File: config.mk
export PLATFORM = sky130hd
export DESIGN_NAME = bit_serializer_flat
export DESIGN_NICKNAME = d
export VERILOG_FILES = /design/src/rtl/bit_serializer_if.sv /design/src/rtl/bit_serializer.sv /design/src/flat_wrapper.sv
export SDC_FILE = /design/constraint.sdc
export NUM_CORES = 1
export LEC_CHECK = 0
export CAP_MARGIN = 20
export CORE_MARGIN = 5
export CORE_UTILIZATION = 36
export CTS_CLUSTER_DIAMETER = 30
export DETAILED_ROUTE_END_ITERATION = 6
export SYNTH_ARGS = -nofsm -noshare
export SYNTH_HDL_FRONTEND = slang
export SYNTH_SLANG_ARGS = --single-unit
File: constraint.sdc
create_clock -name clk -period 1.7 [get_ports clk]
set_input_delay 0.17 -clock clk [delete_from_list [all_inputs] [get_ports clk]]
set_output_delay 0.17 -clock clk [all_outputs]
set_load 0.005 [all_outputs]
File: src/rtl/bit_serializer_if.sv
// Word-in / bit-out bundle for bit_serializer.
// Handshake: a word moves on a rising clk edge where din_valid && din_ready. din_valid
// must not wait for din_ready. Once raised, din and din_valid hold until that edge.
// din_ready may depend on en and rst in the same cycle.
interface bit_serializer_if #(
  parameter int WIDTH = 8
);
  logic [WIDTH-1:0] din;
  logic             din_valid;
  logic             din_ready;
  logic             en;
  logic             j;
  logic             j_valid;
  logic             busy;

  modport master (
    output din, din_valid, en,
    input  din_ready, j, j_valid, busy
  );

  modport slave (
    input  din, din_valid, en,
    output din_ready, j, j_valid, busy
  );
endinterface

File: src/rtl/bit_serializer.sv
// Parallel-to-serial front end: one bit per enabled clock on j. The default order is MSB first.
// Defining BIT_SERIALIZER_LSB_FIRST_EN switches the bit order to LSB first.
module bit_serializer #(
  parameter int WIDTH = 8
) (
  input  logic              clk,
  input  logic              rst,
  bit_serializer_if.slave   bus,
  output logic [0:0]        state_dbg
);

  localparam int CW = (WIDTH > 1) ? $clog2(WIDTH) : 1;

  localparam logic [0:0] IDLE  = 1'b0;
  localparam logic [0:0] SHIFT = 1'b1;

  logic [0:0]       state;
  logic [WIDTH-1:0] sr;
  logic [WIDTH-1:0] sr_shifted;
  logic [CW-1:0]    cnt;
  logic             jv_q;
  logic             last;
  logic             accept;

  // The bit on j is the head of sr. It is cleared when idle, so j reads 0 with no word loaded.
`ifdef BIT_SERIALIZER_LSB_FIRST_EN
  assign bus.j      = sr[0];
  assign sr_shifted = {1'b0, sr[WIDTH-1:1]};
`else
  assign bus.j      = sr[WIDTH-1];
  assign sr_shifted = {sr[WIDTH-2:0], 1'b0};
`endif

  assign last          = (state == SHIFT) && (cnt == '0);
  // A reload is allowed only on the edge that retires the last bit. This avoids an idle bubble.
  assign bus.din_ready = rst && ((state == IDLE) || (last && bus.en));
  assign accept        = bus.din_valid && bus.din_ready;

  assign bus.j_valid = jv_q;
  assign bus.busy    = (state == SHIFT);
  assign state_dbg   = state;

  always_ff @(posedge clk) begin
    if (!rst) begin
      state <= IDLE;
      sr    <= '0;
      cnt   <= '0;
      jv_q  <= 1'b0;
    end else if (accept) begin
      state <= SHIFT;
      sr    <= bus.din;
      cnt   <= CW'(WIDTH - 1);
      jv_q  <= 1'b1;
    end else if (state == IDLE) begin
      jv_q  <= 1'b0;
    end else if (!bus.en) begin
      // A stalled bit stays on j but is not a new bit.
      jv_q  <= 1'b0;
    end else if (cnt != '0) begin
      sr    <= sr_shifted;
      cnt   <= cnt - 1'b1;
      jv_q  <= 1'b1;
    end else begin
      state <= IDLE;
      sr    <= '0;
      jv_q  <= 1'b0;
    end
  end

endmodule

File: src/flat_wrapper.sv
// flat-port wrapper written by rule: the top's interface ports become plain ports
module bit_serializer_flat 
#(
  parameter int WIDTH = 8
)
  (clk, rst, state_dbg, bus_din, bus_din_valid, bus_en, bus_din_ready, bus_j, bus_j_valid, bus_busy);
  bit_serializer_if #(.WIDTH(WIDTH)) bus_i ();
  input  logic clk;
  input  logic rst;
  output logic [0:0] state_dbg;
  input wire logic [$bits(bus_i.din)-1:0] bus_din;
  input wire logic [$bits(bus_i.din_valid)-1:0] bus_din_valid;
  input wire logic [$bits(bus_i.en)-1:0] bus_en;
  output wire logic [$bits(bus_i.din_ready)-1:0] bus_din_ready;
  output wire logic [$bits(bus_i.j)-1:0] bus_j;
  output wire logic [$bits(bus_i.j_valid)-1:0] bus_j_valid;
  output wire logic [$bits(bus_i.busy)-1:0] bus_busy;
  assign bus_i.din = bus_din;
  assign bus_i.din_valid = bus_din_valid;
  assign bus_i.en = bus_en;
  assign bus_din_ready = bus_i.din_ready;
  assign bus_j = bus_i.j;
  assign bus_j_valid = bus_i.j_valid;
  assign bus_busy = bus_i.busy;
  bit_serializer #(.WIDTH(WIDTH)) u_core (.clk(clk), .rst(rst), .bus(bus_i), .state_dbg(state_dbg));
endmodule
# After elaboration in Yosys (flattened, before gate mapping)
# Cells that the tools add are included.
# op_classes
add_sub_neg	1
n_mul	0
div_mod_pow	0
order_cmp	0
n_eq_ne	0
n_shift	0
mux	15
bitwise_logic	1
n_reduce_logical	12
# ops
cell	n
8-bit two-way mux	4
3-bit two-way mux	4
1-bit two-way mux	7
2-bit nonzero test	3
1-bit logical AND	4
3-bit zero test	1
3-bit AND reduction	1
3-bit nonzero test	1
3-bit by 1-bit subtractor with 3-bit output, second input constant	1
2-bit AND reduction	1
1-bit logical OR	1
1-bit NOT	1
# totals
ff_bits	13
latchBits	0
ramBits	0
romBits	0
in_bits	12
word_cells	33
n_memories	0

# Logic depth before layout (Yosys ltp)
# Gate-level depths: netlist of run 1.
# logic_depth
depth_word	8
ltp_mapped	6

# Worst setup path before layout of run 1
# OpenSTA, ideal clock, no wires.
# synth_path
path_kind	register to register
start	register u_core.cnt[0]
end	register u_core.sr[7]
setup_ns	0.122
t_arrival_ns	1.310
path_slack_ns	0.268
path_stages_with_launch	7
synth_period_minus_slack_ns	1.432
path_cell_list	dfxtp_1 inv_1 ha_1 nor2b_4 a21boi_4 nor2_4 a221o_1
# synth_via
elab_chain_len	8
# synth_rtl
item	line_no	text
start, declared	bit_serializer.sv:20	logic [CW-1:0] cnt;
start signal, assigned	bit_serializer.sv:52	cnt <= CW'(WIDTH - 1);
start signal, assigned	bit_serializer.sv:61	cnt <= cnt - 1'b1;
3-bit zero test	bit_serializer.sv:34	assign last = (state == SHIFT) && (cnt == '0);
1-bit logical AND	bit_serializer.sv:34	
1-bit logical AND	bit_serializer.sv:36	assign bus.din_ready = rst && ((state == IDLE) || (last && bus.en));
1-bit logical OR	bit_serializer.sv:36	
1-bit logical AND	bit_serializer.sv:36	
1-bit logical AND	bit_serializer.sv:37	assign accept = bus.din_valid && bus.din_ready;
2-bit nonzero test (no line)	--	
2-bit AND reduction (no line)	--	
end signal, assigned	bit_serializer.sv:51	sr <= bus.din;
end signal, assigned	bit_serializer.sv:60	sr <= sr_shifted;
end, declared	bit_serializer.sv:18	logic [WIDTH-1:0] sr;
# Several ways; a longest one is shown, not always the timed one. The select of a mux whose other input is x is not followed.
# A chain may end at the register's enable or synchronous reset.

# Worst setup path after layout of run 1
# Same ends and word-level chain as after synthesis.

==> results.yml, run 1 <==
routing:
  drtIter0Drc: 1
  wl_microns: 1460
  drc_errors: 0
  routed-wl-met3_microns: 117
  route.met2.wl_microns: 682
  dr.pass1.iters: 4
  vias_per_cell: 5.02
  drt-met1-wl_microns: 632
  wl_per_cell_microns: 12.5
  vias: 582
  highest_layer: "met4"
  ant_nets: 0
grt:
  first_global_vias: 589
  grt_max_degree: 10
  grtUsageTotal_pct: 13.1
  antenna_found_initial: 0
  grt_pass1_wl_microns: 2560
  grt-ovfl-total: 0
worst_setup_path:
  path_cells: "inv_1 > ha_4 > buf_4 > nor2b_4 > a21boi_4 > nor2_4 > a221o_1"
  cpPeakStageDelay_ps: 350
  path_delay_family: "compound AO/OA/AOI/OAI gates"
  slowest_stage: "a221o_1"
  cp.required_ps: 1870
  critical_path_class: "reg -> reg"
  path_buf_inv: 2
  cp.depth: 7
  arrival_ps: 1740
  end_kind: "flop"
  cp-start-kind: "flop"
  reg2reg_depth: 7
  critPathMaxFanout: 9
min_path:
  whs_path_depth: 2
  hp-class: "reg -> reg"
floorplanning:
  die_h_microns: 52.1
  core_sq_um: 1710
  start_util_pct: 37.4
  die-area_sq_um: 2720
  rows: 15
  pin_count: 17
  die_w_microns: 52.1
logic_synthesis:
  seq_area_frac_synth_pct: 40.7
  syn_area_sq_um: 639
  ys_warn_count: 0
  synth-simple-area-share_pct: 22.1
  synth_area_leaders: "dfxtp_1 (41%), a221o_1 (7.8%), and3_1 (5.9%)"
  yosys.area_share.adder_pct: 3.91
  synth-compound-area-share_pct: 26.8
  synth_seq_cells: 13
  synthMuxAreaShare_pct: 1.57
  synth.top_cell.area_share_pct: 40.7
  synth_xor_area_share_pct: 1.37
  synth_area_per_cell_sq_um: 9.99
  netlist_instances: 64
  async_reset_ff_share_pct: 0
  synth.net_count: 78
  synth_top_family_by_area: "compound AO/OA/AOI/OAI gates"
  synth_cell_type_count: 30
  yosysTopAreaCell: "dfxtp_1"
  synth_edf_count: 0
  synth_flop_cell: "dfxtp_1"
clock_tree:
  clockRootBuffer: "clkbuf_4"
  cts_buffers: 3
  postCtsHoldBufs: 0
  clock_path_buffers: 2
  clock-sinks: 13
  clkLatencyLatePin_ps: 270
  cts_tree: "done"
  cts.htree.levels: 1
  clkTransAtPathRegs_ps: 80
pwr:
  powerDensity_nw_per_um2: 824
  irDropWorstVdd_v: 0.000384
  totalPowerFinal_mw: 0.772
  leakage_nw: 0.428
timing:
  timing.final.crit_share_pct: 92.3
  holdWs_ps: 486
  rsz0062_at_grt: "no"
  setup_violations: 0
  timing.fmax_mhz: 638
  fin_skew_ps: 2.35
  fin_crit_ps: 1570
  hold_violations: 0
  worst_pin_slew_ps: 316
  slew_viol_final: 0
  setup_tns_ps: 0
  relSlewSlack_pct: 78.9
layout:
  final_common_cell: "clkdlybuf4s50_1"
  final_cell_count_no_fill: 116
  fin_nets: 106
  layout.cells.most_common_list: "clkdlybuf4s50_1 (15), dfxtp_1 (13), buf_4 (9)"
  syn_to_final_growth_pct: 46.4
  fillers: 167
  antenna_cells: 0
  drive_gt1_share_pct: 25.3
placement:
  placed_cells: 109
  io_buffers: 16
  hpwl_microns: 1070
  gp_congestion: 0.806
job:
  drv_cap: 0
status:
  status: "complete, no violations"
==> layout make-up <==
class / count / area, sq um / area share (%)
clock buffer: 4 / 26.3 / 2.81
inverter: 3 / 11.3 / 1.20
timing repair buffer: 25 / 226 / 24.2
multi-input combinational: 46 / 380 / 40.6
sequential: 13 / 260 / 27.8
tap: 25 / 31.3 / 3.34
==> Yosys cell counts (2+ instances only) <==
library cell and instances:
ha_1 2, and3_1 6, a21oi_1 2, inv_1 3, nor2_4 2, dfxtp_1 13
nand3_1 2, a221o_1 5, o211a_1 2, and2_1 2, nand2_1 4, o22ai_1 2
a21o_1 2
==> metrics by stage <==
stage          worst slack (ps)  cell area, sq um  utilization [%]
3_5_place_dp               33.7               865             50.6
2_1_floorplan               268               639                -
4_1_cts                    69.8               911             53.3
6_report                    131               936             54.8
5_1_grt                    34.6               936             54.8
3_3_place_gp               40.2               865             50.6
==> cell families after synthesis <==
| logic type | count (synthesis) |
|---|---|
| flops | 13 |
| fa+ha+maj | 2 |
| simple gates | 22 |
| mux | 1 |
| compound gates | 20 |
| buf+inv | 5 |
| xor+xnor | 1 |
==> per-layer routing <==
layer | GRT usage [%] | vias up
li1 | - | 294
met5 | 0 | -
met2 | 23.0 | 16
met3 | 7.16 | 4
met1 | 12.7 | 268
met4 | 5.11 | 0
==> tightest hold or removal path, delay by kind of cell (launching register included) <==
kind	cells	cell delay, ps
DFF	1	310
AOI/OAI and AO/OA	2	130
==> repair_timing <==
action | in CTS | in global routing
endpoints found under the setup margin | 1 | 3
pin swaps | 2 | 2
setup buffers | 2 | 1
gates resized for setup | 4 | 2
==> registers in the layout (all words and copies together), names as in the netlist <==
name and flops:
u_core.cnt 3, u_core.bus.busy 1, u_core.bus.j_valid 1, u_core.sr 8
==> worst paths after layout <==
kind	from	end	slack [ps]
worst max-delay path	u_core.cnt[0]	u_core.sr[7]	130
worst min-delay path	u_core.sr[0]	u_core.sr[0]	490
worst max register to register	u_core.cnt[0]	u_core.sr[7]	130
worst min register to register	u_core.sr[0]	u_core.sr[0]	490
==> power by group <==
| part | internal (mW) | switching (mW) | leakage (nW) |
|---|---|---|---|
| clock | 0.0910 | 0.0967 | 0.0150 |
| combinational | 0.137 | 0.0934 | 0.305 |
| sequential | 0.334 | 0.0193 | 0.108 |
| total | 0.562 | 0.209 | 0.428 |
Power figures use the tool's default switching activity.
==> inputs of run 2 (changes only) <==
- SLEW_MARGIN: default -> 30
==> results of run 2 <==
The final DEF is identical to that of run 1; final timing and power are the same.
